## src/rtl/cmp_pkg.sv

```systemverilog
// Shared comparator definitions: funct3-style mode codes and result-owner encoding.
package cmp_pkg;

  localparam logic [2:0] CMP_EQ   = 3'b000;
  localparam logic [2:0] CMP_NE   = 3'b001;
  localparam logic [2:0] CMP_SLT  = 3'b010;
  localparam logic [2:0] CMP_SLTU = 3'b011;
  localparam logic [2:0] CMP_LT   = 3'b100;
  localparam logic [2:0] CMP_GE   = 3'b101;
  localparam logic [2:0] CMP_LTU  = 3'b110;
  localparam logic [2:0] CMP_GEU  = 3'b111;

  localparam logic OWN_BR  = 1'b0;
  localparam logic OWN_ALU = 1'b1;

endpackage

```

## src/rtl/cmp.sv

```systemverilog
// Combinational 32-bit comparator serving both branch conditions and set-less-than.
module cmp
  import cmp_pkg::*;
#(
  parameter int XLEN = 32
) (
  input  logic [XLEN-1:0] a,
  input  logic [XLEN-1:0] b,
  input  logic [2:0]      mode,
  output logic            q
);

  logic lt_s;
  logic lt_u;

  assign lt_s = $signed(a) < $signed(b);
  assign lt_u = a < b;

  always_comb begin
    q = 1'b0;
    case (mode)
      CMP_EQ:          q = (a == b);
      CMP_NE:          q = (a != b);
      CMP_SLT, CMP_LT: q = lt_s;
      CMP_GE:          q = !lt_s;
      CMP_SLTU, CMP_LTU: q = lt_u;
      CMP_GEU:         q = !lt_u;
      default:         q = 1'b0;
    endcase
  end

endmodule

```

## src/rtl/cmp_sched.sv

```systemverilog
// Two-requester scheduler for the shared comparator: arbiter, S1 operand stage, S2 result stage.
// Define CMP_SCHED_RR_EN for round-robin arbitration; otherwise the branch unit has fixed priority.
module cmp_sched
  import cmp_pkg::*;
#(
  parameter int XLEN = 32
) (
  input  logic            clk,
  input  logic            rst_n,
  input  logic            flush,
  input  logic            br_req_valid,
  output logic            br_req_ready,
  input  logic [XLEN-1:0] br_a,
  input  logic [XLEN-1:0] br_b,
  input  logic [2:0]      br_mode,
  output logic            br_rsp_valid,
  input  logic            br_rsp_ready,
  output logic            br_rsp_q,
  input  logic            alu_req_valid,
  output logic            alu_req_ready,
  input  logic [XLEN-1:0] alu_a,
  input  logic [XLEN-1:0] alu_b,
  input  logic [2:0]      alu_mode,
  output logic            alu_rsp_valid,
  input  logic            alu_rsp_ready,
  output logic            alu_rsp_q
);

  // Handshake: a transfer happens on a rising edge where valid and ready are both high;
  // the sender holds valid and payload stable until then, ready never depends on a later cycle.

  logic            s1_vld;
  logic [XLEN-1:0] s1_a;
  logic [XLEN-1:0] s1_b;
  logic [2:0]      s1_mode;
  logic            s1_own;
  logic            s2_vld;
  logic            s2_q;
  logic            s2_own;

  logic cmp_q;
  logic s2_drain;
  logic s1_adv;
  logic accept;
  logic go;
  logic br_wins;
  logic take;

  cmp #(.XLEN(XLEN)) u_cmp (
    .a    (s1_a),
    .b    (s1_b),
    .mode (s1_mode),
    .q    (cmp_q)
  );

  assign s2_drain = s2_vld && ((s2_own == OWN_ALU) ? alu_rsp_ready : br_rsp_ready);
  assign s1_adv   = s1_vld && (!s2_vld || s2_drain);
  assign accept   = !s1_vld || s1_adv;
  assign go       = accept && !flush && rst_n;

  assign br_req_ready  = go && br_req_valid && (!alu_req_valid || br_wins);
  assign alu_req_ready = go && alu_req_valid && (!br_req_valid || !br_wins);
  assign take          = br_req_ready || alu_req_ready;

`ifdef CMP_SCHED_RR_EN
  logic last_own;

  // Reset value makes the branch unit the winner of the first conflict.
  assign br_wins = (last_own == OWN_ALU);

  always_ff @(posedge clk or negedge rst_n) begin
    if (!rst_n) begin
      last_own <= OWN_ALU;
    end else if (take) begin
      last_own <= alu_req_ready ? OWN_ALU : OWN_BR;
    end
  end
`else
  assign br_wins = 1'b1;
`endif

  always_ff @(posedge clk or negedge rst_n) begin
    if (!rst_n) begin
      s1_vld  <= 1'b0;
      s1_a    <= '0;
      s1_b    <= '0;
      s1_mode <= CMP_EQ;
      s1_own  <= OWN_BR;
      s2_vld  <= 1'b0;
      s2_q    <= 1'b0;
      s2_own  <= OWN_BR;
    end else if (flush) begin
      s1_vld <= 1'b0;
      s2_vld <= 1'b0;
    end else begin
      if (s1_adv) begin
        s2_vld <= 1'b1;
        s2_q   <= cmp_q;
        s2_own <= s1_own;
      end else if (s2_drain) begin
        s2_vld <= 1'b0;
      end

      if (take) begin
        s1_vld  <= 1'b1;
        s1_a    <= br_req_ready ? br_a    : alu_a;
        s1_b    <= br_req_ready ? br_b    : alu_b;
        s1_mode <= br_req_ready ? br_mode : alu_mode;
        s1_own  <= br_req_ready ? OWN_BR  : OWN_ALU;
      end else if (s1_adv) begin
        s1_vld <= 1'b0;
      end
    end
  end

  assign br_rsp_valid  = s2_vld && (s2_own == OWN_BR);
  assign alu_rsp_valid = s2_vld && (s2_own == OWN_ALU);
  assign br_rsp_q      = br_rsp_valid && s2_q;
  assign alu_rsp_q     = alu_rsp_valid && s2_q;

endmodule

```

## config.mk

```make
export PLATFORM = sky130hd
export DESIGN_NAME = cmp_sched
export DESIGN_NICKNAME = d
export VERILOG_FILES = /design/src/rtl/cmp_pkg.sv /design/src/rtl/cmp.sv /design/src/rtl/cmp_sched.sv
export SDC_FILE = /design/constraint.sdc
export NUM_CORES = 1
export LEC_CHECK = 0
export CAP_MARGIN = 10
export CORE_UTILIZATION = 47
export DETAILED_ROUTE_END_ITERATION = 16
export PLACE_DENSITY_LB_ADDON = 0.2
export SKIP_CTS_REPAIR_TIMING = 1
export SLEW_MARGIN = 0
export SYNTH_ARGS = -nofsm -noshare
export SYNTH_HDL_FRONTEND = slang
export SYNTH_HIERARCHICAL = 1
export SYNTH_SLANG_ARGS = --single-unit
export TNS_END_PERCENT = 1
```

## constraint.sdc

```tcl
create_clock -name clk -period 3.4 [get_ports clk]
set_input_delay 0.51 -clock clk [delete_from_list [all_inputs] [get_ports clk]]
set_output_delay 0.51 -clock clk [all_outputs]
set_load 0.05 [all_outputs]
```

* Word level (Yosys, flattened, before mapping)
Cells that the tools add are included.
** Storage, ports and cells
- Bits in registers :: 72
- Input port bits :: 141
- Word-level logic and storage cells :: 60
** Cells by class
- Mux-type cells :: 12
- Magnitude comparators :: 2
- Reduce and logical (&&, ||, !) cells :: 27
- Equal/unequal tests :: 9
- Bitwise gates (word level) :: 2
** Operators by type and width (number)
- 32-bit less-than comparator :: 2
- 32-bit two-way mux :: 2
- 32-bit equality test :: 1
- 32-bit inequality test :: 1
- 3-bit equality test, second input constant :: 4
- 1-bit logical AND :: 11
- 1-bit two-way mux :: 8
- 3-bit by 2-bit equality test with 1-bit output, second input constant :: 2
- 1-bit logical NOT :: 6
- 1-bit one-hot mux with 6 select lines :: 1
- 3-bit nonzero test :: 2
- 2-bit AND reduction :: 2
- 2-bit OR reduction :: 2
- 3-bit by 1-bit equality test with 1-bit output, second input constant :: 1
- 3-bit logical NOT :: 1
- 1-bit logical OR :: 3
- 3-bit two-way mux :: 1
- 1-bit inverter :: 2

* Depth between registers and ports, before layout
Gate-level depths: netlist of run 1.
- Depth after elaboration :: 12
- Mapped depth :: 10

* By module
The synthesis of run 1 kept the hierarchy.
** Modules (own cells, without submodules)
- cmp_sched :: times used 1, sequential area each 1801.7 um^2, area each 3572.2 um^2, cells each 249
- cmp :: times used 1, sequential area each 0.0 um^2, area each 945.9 um^2, cells each 132

* Least setup slack after synthesis of run 1
No wires, ideal clock.
- Kind :: input to output
- Start point :: input port br_req_valid
- End point :: output port br_req_ready
- Cell stages on the path :: 5
- Arrival time :: 2241 ps
- Setup slack :: 649 ps
- Required time :: 2890 ps
- Cell sequence :: clkbuf_1 -> clkbuf_1 -> buf_2 -> nand3b_1 -> a31oi_1
** On the way
- Word-level cells in the longest chain between the ends :: 1
** RTL lines
- from (decl) :: line cmp_sched.sv:11 : input logic br_req_valid,
- 1-bit logical AND :: line cmp_sched.sv:61 : assign br_req_ready = go && br_req_valid && (!alu_req_valid || br_wins);
- to (decl) :: line cmp_sched.sv:12 : output logic br_req_ready,
Every way passes these cells.

* Worst setup path after layout of run 1
- Start point :: register s1_a[14]
- End point :: register s2_q
** On the way
- Word-level cells in the longest chain between the ends :: 3
** RTL lines
- from (decl) :: line cmp_sched.sv:33 : logic [XLEN-1:0] s1_a;
- from (signal assigned) :: line cmp_sched.sv:106 : s1_a <= br_req_ready ? br_a : alu_a;
- 32-bit less-than comparator, on equally long branches :: line cmp.sv:17, cmp.sv:16
- 1-bit logical NOT, on equally long branches :: line cmp.sv:27, cmp.sv:25
- 1-bit one-hot mux with 6 select lines (*) :: line cmp.sv:21 : case (mode)
- named net cmp_q :: line cmp_sched.sv:41 : logic cmp_q;
- to (signal assigned) :: line cmp_sched.sv:98 : s2_q <= cmp_q;
- to (decl) :: line cmp_sched.sv:38 : logic s2_q;
The timed path passes the listed nets; every way through them passes the cells marked *.
A chain may end at the register's enable or synchronous reset.

==> results of run 1 <==
[area by class of cell]
cell class	instances	area [um2]	area share (%)
clock inverters	3	65.06	1.032
well taps	129	161.4	2.560
inverters	37	138.9	2.202
flip-flops and latches	72	1802	28.57
repair buffers	149	1486	23.57
multi-input cells	256	2497	39.60
clock buffers	12	155.1	2.460
[per-layer routing]
metal / up-vias / global-route usage, % / routed length [um]
met1: 1572 / 24.03 / 4029
met3: 17 / 3.691 / 440
li1: 1662 / - / -
met5: - / 0 / 0
met4: 0 / 8.696 / 214
met2: 93 / 34.01 / 4570
[registers in the layout (all words and copies together) (netlist names)]
name	count
s1_vld	1
s2_vld	1
s1_a	32
s1_b	32
s2_q	1
s1_own	1
s1_mode	3
s2_own	1
[logic make-up (layout without fill, tap and decap cells)]
group,Yosys count,count (layout)
AOI/OAI and AO/OA,45,45
adders and majority gates,32,32
buffers and inverters,53,201
DFF,72,72
muxes,138,138
and+or+nand+nor,41,41
[power groups by stage]
| stage | Clock (uW) | Sequential, uW | Combinational (uW) |
|---|---|---|---|
| after global placement | 0 | 1140 | 870 |
| after global routing | 804 | 1160 | 1020 |
| after detailed placement | 0 | 1150 | 905 |
| final | 751 | 1130 | 900 |
| after CTS | 769 | 1140 | 910 |
| after floorplan | 0 | 1120 | 595 |
[through the flow]
| stage | setup WS, ps | hold slack, ps |
|---|---|---|
| 2_1_floorplan | 649.2 | 214.4 |
| 3_3_place_gp | 615.0 | 470.3 |
| 3_5_place_dp | 521.6 | 476.0 |
| 4_1_cts | 503.9 | 436.5 |
| 5_1_grt | 324.6 | 469.6 |
| 6_report | 521.1 | 388.2 |
[synth_stat cells, types with 3 or more instances]
master / instances
nand4_1: 8
a21oi_1: 18
nor2_1: 4
mux2_1: 30
mux2i_1: 3
buf_2: 4
clkbuf_1: 8
inv_1: 37
o21ai_0: 7
mux2_2: 105
nand3_1: 3
nor2b_1: 4
nand2_1: 10
ha_1: 32
buf_6: 3
dfrtp_1: 72
nand2b_1: 3
[worst paths after layout]
kind / to / from / slack (ps) / depth (start not counted)
setup reg to reg: s2_q$_DFFE_PN0P_ / s1_a[14]$_DFFE_PN0P_ / 520 / 9
hold reg to reg: s1_b[7]$_DFFE_PN0P_ / s1_b[7]$_DFFE_PN0P_ / 490 / 1
hold / removal: s2_vld$_DFFE_PN0P_ / rst_n / 390 / 2
max in group asynchronous: s1_b[28]$_DFFE_PN0P_ / rst_n / 2420 / 2
min in group clk: s1_b[7]$_DFFE_PN0P_ / s1_b[7]$_DFFE_PN0P_ / 490 / 1
setup / recovery: s2_q$_DFFE_PN0P_ / s1_a[14]$_DFFE_PN0P_ / 520 / 9
[worst max-delay path, cell delays in order (launching register included)]
cell and delay, ps:
dfrtp_1 390, ha_1 320, nand4_1 200, or4_1 600
or3_1 350, a21boi_0 150, a311oi_1 270, a311o_1 150
o2bb2ai_1 70, mux2_2 260
==> impl_metrics.tcl, run 1 <==
set metrics [dict create \
    layout.nets 698 \
    yosys-top-cells-area "dfrtp_1, mux2_2, ha_1" \
    power.switching_uw 782.4 \
    grt_pass1_wl_um 15540 \
    rsz0062_at_grt "false" \
    post_drt_wl_per_cell_um 14.06 \
    grt_overflow 0 \
    grt_pass1_vias 3505 \
    synth.yosys.seq_area_share_pct 39.88 \
    core_um2 9284 \
    cp-end-kind "flop" \
    synth_adder_area_share_pct 8.862 \
    syn_nets 554 \
    yosysUniqueCellTypes 43 \
    synth_ff_type "dfrtp_1" \
    cts_tree "done" \
    comb_power_share_pct 32.3 \
    io_pins 147 \
    placed_area_um2 6086 \
    area_growth_pct 39.57 \
    clk_pin_slew_worst_paths_ps 80 \
    final_area_um2 6306 \
    path_class "flop to flop" \
    cp-start-kind "flop" \
    clock_skew_ps 10.62 \
    setup_viol 0 \
    pwr-share-seq_pct 40.7 \
    clock_sinks 72 \
    p_int_uw 2002 \
    chipWidth_um 100.0 \
    drc 0 \
    clkPwrFrac_pct 27.0 \
    status "complete, no violations" \
    cap_violations 0 \
    yosys_warnings 6 \
    power_per_cell_area_nw_per_um2 441.5 \
    portBuffers 146 \
    cts-root-buf "clkbuf_8" \
    final_cell_mix "clkdlybuf4s50_1, mux2_2, dfrtp_1" \
    hold_viol 0 \
    synth_seq_cells 72 \
    die_area_um2 10010 \
    clockBufferDepth 2 \
    synth_top_family_by_area "multiplexers" \
    dieHeight_um 100.0 \
    grt_usage_pct 19.68 \
    ir_worst_vdd_mv 0.1974 \
    viasPerCell 5.082 \
    post-route-period-util_pct 84.67 \
    syn_area_per_cell_um2 11.86 \
    vias 3344 \
    synth_top_area_share_pct 39.88 \
    hold_path.class "input port to asynchronous set/reset pin" \
    setup_tns_ps 0 \
    slew_headroom_pct 40.83 \
    synthSimpleGateAreaFrac_pct 5.289 \
    cts_buffers 9 \
    finalCoreUtilization_pct 67.92 \
    synth-compound-area-share_pct 6.563 \
    antenna_found_initial 0 \
    synth.largest_area_cell "dfrtp_1" \
    async_flop_share_pct 100.0 \
    cp_max_fo 3 \
    wl_um 9254 \
    synth-xor-area-share_pct 0 \
    crit_arrival_ps 3100 \
    syn_area_um2 4518 \
    grt_start_max_net_pins 73 \
    cp_data_required_time_ps 3630 \
    firstDrtPassIters 4 \
    nFillCells 720 \
    period_needed_ps 2879 \
    dp_cells 643 \
    clock_insertion_delay_worst_skew_ps 340 \
    cellLeakagePower_uw 0.002708 \
    initial_utilization_pct 48.67 \
    p_total_uw 2784 \
    stdcell_count 658 \
    drt_iter0_drc 44 \
    swShare_pct 28.10 \
    final_common_cell "clkdlybuf4s50_1" \
    drive_above_1_share_pct 24.95 \
    synthMuxAreaShare_pct 34.31 \
    synth_cells 381 \
    ant_nets 0 \
    antenna_cells 0 \
    fmax_mhz 347.3 \
    synth_edf_count 0 \
    place_hpwl_um 6981 \
    htreeDepth 3 \
    slew_viol_final 0 \
    worst_pin_slew_ps 887.6 \
    gp_congestion 0.7512 \
    rows 35 \
]
Note: power is estimated with default switching activity, not from simulation.
==> inputs of run 2 (changes only) <==
- CORE_UTILIZATION: 47 -> 42
- clock period: 3.4 -> 2.6 ns (I/O delays scaled with it)
==> impl_metrics.tcl, run 2 (synthesized netlist as in run 1, its figures left out) <==
set metrics [dict create \
    status "finished with violations" \
    violations "setup timing" \
    cts_tree "done" \
    io_pins 147 \
    worst_pin_slew_ps 900.9 \
    cp-end-kind "flop" \
    drt_iter0_drc 70 \
    grt_start_max_net_pins 73 \
    rr_worst_depth 9 \
    setup_viol 1 \
    finalWorstSetupSlack_ps -150.2 \
    place_hpwl_um 7174 \
    final_common_cell "clkdlybuf4s50_1" \
    area_growth_pct 44.75 \
    cp_data_required_time_ps 2830 \
    drive_above_1_share_pct 28.68 \
    crit_arrival_ps 2980 \
    power_per_cell_area_nw_per_um2 581.4 \
    post-route-period-util_pct 105.8 \
    fmax_mhz 363.6 \
    antenna_cells 0 \
    clock_sinks 72 \
    grt_pass1_wl_um 16280 \
    reg_top3 "s1_a (32), s1_b (32), s1_mode (3)" \
    cts-root-buf "clkbuf_8" \
    rsz0062_at_grt "true" \
    cts_buffers 9 \
    rr_startpoint "s1_a[15]$_DFFE_PN0P_" \
    clock_insertion_delay_worst_skew_ps 340 \
    layout.nets 712 \
    htreeDepth 3 \
    hold_path.class "input port to asynchronous set/reset pin" \
    dp_cells 660 \
    clk_pin_slew_worst_paths_ps 80 \
    cp_max_fo 2 \
    drc 0 \
    slew_viol_final 0 \
    finalCoreUtilization_pct 63.07 \
    nFillCells 864 \
    gp_congestion 0.7799 \
    initial_utilization_pct 43.57 \
    placed_area_um2 6217 \
    viasPerCell 4.943 \
    clock_skew_ps 7.887 \
    final_cell_mix "clkdlybuf4s50_1, mux2_2, dfrtp_1" \
    antenna_found_initial 0 \
    ir_worst_vdd_mv 0.2994 \
    pre_cts_ws_ps -218.4 \
    dieHeight_um 105.7 \
    cp-start-kind "flop" \
    wl_um 9473 \
    hold_viol 0 \
    r2r_setup_slack_ps -150 \
    rr_endpoint "s2_q$_DFFE_PN0P_" \
    core_um2 10370 \
    vias 3361 \
    cap_violations 0 \
    slew_headroom_pct 39.94 \
    period_needed_ps 2750 \
    grt_pass1_vias 3582 \
    clockBufferDepth 2 \
    ant_nets 0 \
    portBuffers 146 \
    p_total_uw 3803 \
    post_drt_wl_per_cell_um 13.93 \
    grt_usage_pct 18.17 \
    cellLeakagePower_uw 0.002787 \
    critPathLaunch "s1_a[15]$_DFFE_PN0P_" \
    firstDrtPassIters 6 \
    path_class "flop to flop" \
    final_area_um2 6540 \
    stdcell_count 680 \
    grt_overflow 0 \
    chipWidth_um 105.7 \
    rows 37 \
    die_area_um2 11180 \
]
run 2: area by class of cell:
type	count	area, um2	share of cell area, %
well taps	136	170.2	2.602
inverters	37	138.9	2.124
clock buffers	10	137.6	2.104
flip-flops and latches	72	1802	27.55
repair buffers	163	1627	24.87
clock inverters	6	92.59	1.416
multi-input cells	256	2572	39.33
run 2: where the power goes:
part	internal, uW	switching, uW
Combinational	786	528
Clock	569	429
Sequential	1350	142
Total	2700	1100
run 2: worst max path at each step:
stage | endpoint | slack, ps | depth (start not counted)
after global routing | s2_q$_DFFE_PN0P_ | -250 | 10
final | s2_q$_DFFE_PN0P_ | -150 | 9
after floorplan | s2_q$_DFFE_PN0P_ | 7 | 9
after CTS | s2_q$_DFFE_PN0P_ | -250 | 9
after global placement | s2_q$_DFFE_PN0P_ | -120 | 9
after detailed placement | s2_q$_DFFE_PN0P_ | -220 | 9
run 2: critical path, stage by stage, from the launching register on:
cell	delay [ps]
dfrtp_1	390
ha_1	290
nand4_1	160
or4_4	560
or3_4	380
o211a_1	120
a311oi_1	260
a311o_1	150
o2bb2ai_1	60
mux2_4	260
run 2: metrics by stage:
stage	hold slack, ps	TNS [ps]
2_1_floorplan	94.41	0
3_3_place_gp	470.0	-124.4
3_5_place_dp	474.7	-218.4
4_1_cts	330.2	-248.3
5_1_grt	378.3	-252.5
6_report	280.3	-150.2
run 2: layer usage:
metal | wire [um] | vias up | track usage (%)
met5 | 0 | - | 0
met2 | 4801 | 88 | 32.59
met3 | 409 | 11 | 3.340
li1 | - | 1687 | -
met1 | 4141 | 1575 | 22.03
met4 | 121 | 0 | 5.357
==> inputs of run 3 (changes only) <==
- ABC_AREA: unset -> 1
- CORE_ASPECT_RATIO: unset -> 1.25
- CORE_UTILIZATION: 42 -> 44
- SLEW_MARGIN: 0 -> unset
==> impl_metrics.tcl, run 3 <==
set metrics [dict create \
    placed_area_um2 6723 \
    antenna_found_initial 0 \
    cp-end-kind "output pin" \
    rsz0062_at_grt "false" \
    crit_arrival_ps 1840 \
    r2r_setup_slack_ps 590 \
    rows 43 \
    chipWidth_um 98.99 \
    hold_path.class "input port to asynchronous set/reset pin" \
    syn_area_per_cell_um2 6.616 \
    finalCoreUtilization_pct 61.71 \
    cts_tree "done" \
    clock_insertion_delay_worst_skew_ps 320 \
    grt_overflow 0 \
    post_drt_wl_per_cell_um 12.25 \
    synth.largest_area_cell "dfrtp_1" \
    die_area_um2 12200 \
    htreeDepth 3 \
    synth.yosys.seq_area_share_pct 34.82 \
    reg_top3 "s1_a (32), s1_b (32), s1_mode (3)" \
    clockBufferDepth 2 \
    yosys-top-cells-area "dfrtp_1, nand2_1, inv_1" \
    drc 0 \
    io_pins 147 \
    grt_pass1_vias 5068 \
    synth.most_common_cell "nand2_1" \
    yosysUniqueCellTypes 27 \
    portBuffers 146 \
    hold_slack_ps 283.9 \
    ir_worst_vdd_mv 0.3478 \
    cts-root-buf "clkbuf_16" \
    post-route-period-util_pct 85.79 \
    cellLeakagePower_uw 0.003931 \
    slew_headroom_pct 40.26 \
    dieHeight_um 123.2 \
    grt_pass1_wl_um 21760 \
    clk_pin_slew_worst_paths_ps 50 \
    cts_buffers 9 \
    viasPerCell 5.014 \
    status "complete, no violations" \
    synth_seq_cells 72 \
    final_area_um2 6972 \
    syn_nets 955 \
    syn_area_um2 5174 \
    hold_viol 0 \
    cp-start-kind "flop" \
    clock_skew_ps 2.781 \
    rr_worst_depth 13 \
    ant_nets 0 \
    drt_iter0_drc 297 \
    gp_congestion 0.7957 \
    worst_pin_slew_ps 896.0 \
    grt_usage_pct 22.08 \
    slew_viol_final 0 \
    final_cell_mix "nand2_1, inv_1, clkdlybuf4s50_1" \
    finalWorstSetupSlack_ps 369.4 \
    area_growth_pct 34.75 \
    layout.nets 1080 \
    synth_common_cells "nand2_1, inv_1, nand3_1" \
    firstDrtPassIters 5 \
    rr_endpoint "s2_q$_DFFE_PN0P_" \
    cp_max_fo 3 \
    place_hpwl_um 9488 \
    grt_start_max_net_pins 73 \
    setup_tns_ps 0 \
    rr_startpoint "s1_a[19]$_DFFE_PN0P_" \
    final_common_cell "nand2_1" \
    cp_data_required_time_ps 2210 \
    async_flop_share_pct 100.0 \
    cap_violations 0 \
    antenna_cells 0 \
    initial_utilization_pct 45.79 \
    synth_top_area_share_pct 34.82 \
    core_um2 11300 \
    yosys_warnings 6 \
    pre_cts_ws_ps 393.9 \
    fmax_mhz 448.3 \
    power_per_cell_area_nw_per_um2 549.1 \
    vias 5230 \
    clock_sinks 72 \
    period_needed_ps 2231 \
    synth_edf_count 0 \
    drive_above_1_share_pct 4.515 \
    setup_viol 0 \
    wl_um 12780 \
    synth_ff_type "dfrtp_1" \
    path_class "flop to output pin" \
    synth_cells 782 \
]
-- run 3: final cells by class --
class	instances	area (um2)
clock buffers	10	239.0
clock inverters	2	10.01
fillers	1039	4327
inverters	187	701.9
multi-input cells	480	2469
flip-flops and latches	72	1802
well taps	135	168.9
repair buffers	157	1582
-- run 3: cells by family (layout without fill, tap and decap cells) --
group | count (synthesis) | count (layout) | share of synthesized area, %
and+or+nand+nor | 424 | 424 | 37.00
buffers and inverters | 230 | 356 | 17.73
DFF | 72 | 72 | 34.82
adders and majority gates | 32 | 32 | 7.739
AOI/OAI and AO/OA | 24 | 24 | 2.709
-- run 3: how the worst max path moves through the flow --
stage	endpoint	slack, ps	from	cells past startpoint
after floorplan	br_rsp_q	690	s2_own$_DFFE_PN0P_	1
after global placement	s1_a[12]$_DFFE_PN0P_	450	flush	8
after detailed placement	s1_b[8]$_DFFE_PN0P_	390	flush	8
after CTS	br_rsp_q	360	s2_vld$_DFFE_PN0P_	3
after global routing	br_rsp_q	290	s2_vld$_DFFE_PN0P_	3
final	br_rsp_q	370	s2_vld$_DFFE_PN0P_	3
-- run 3: layer usage --
layer  global-route usage, %  routed length (um)
met1                   25.54                5413
met2                   41.91                6525
met3                   2.318                 565
met4                   8.302                 274
met5                       0                   0
-- run 3: power by group --
part           total [uW]  switching [uW]  leakage, uW  internal (uW)
logic                1300             695      0.00292            600
registers            1480             137     0.000887           1340
clock network        1060             412     0.000126            645
total                3830            1240      0.00393           2580
-- run 3: critical path, cell delays in order (launching register included) --
cell             delay, ps
dfrtp_1                410
inv_1                   90
nor3_1                 190
clkdlybuf4s50_1        830
-- run 3: through the flow --
step | instances | power (uW)
floorplan | 782 | 2300
CTS | 1043 | 3861
finish | 1043 | 3828
global placement | 1031 | 2712
global route | 1043 | 4104
detailed placement | 1031 | 2781
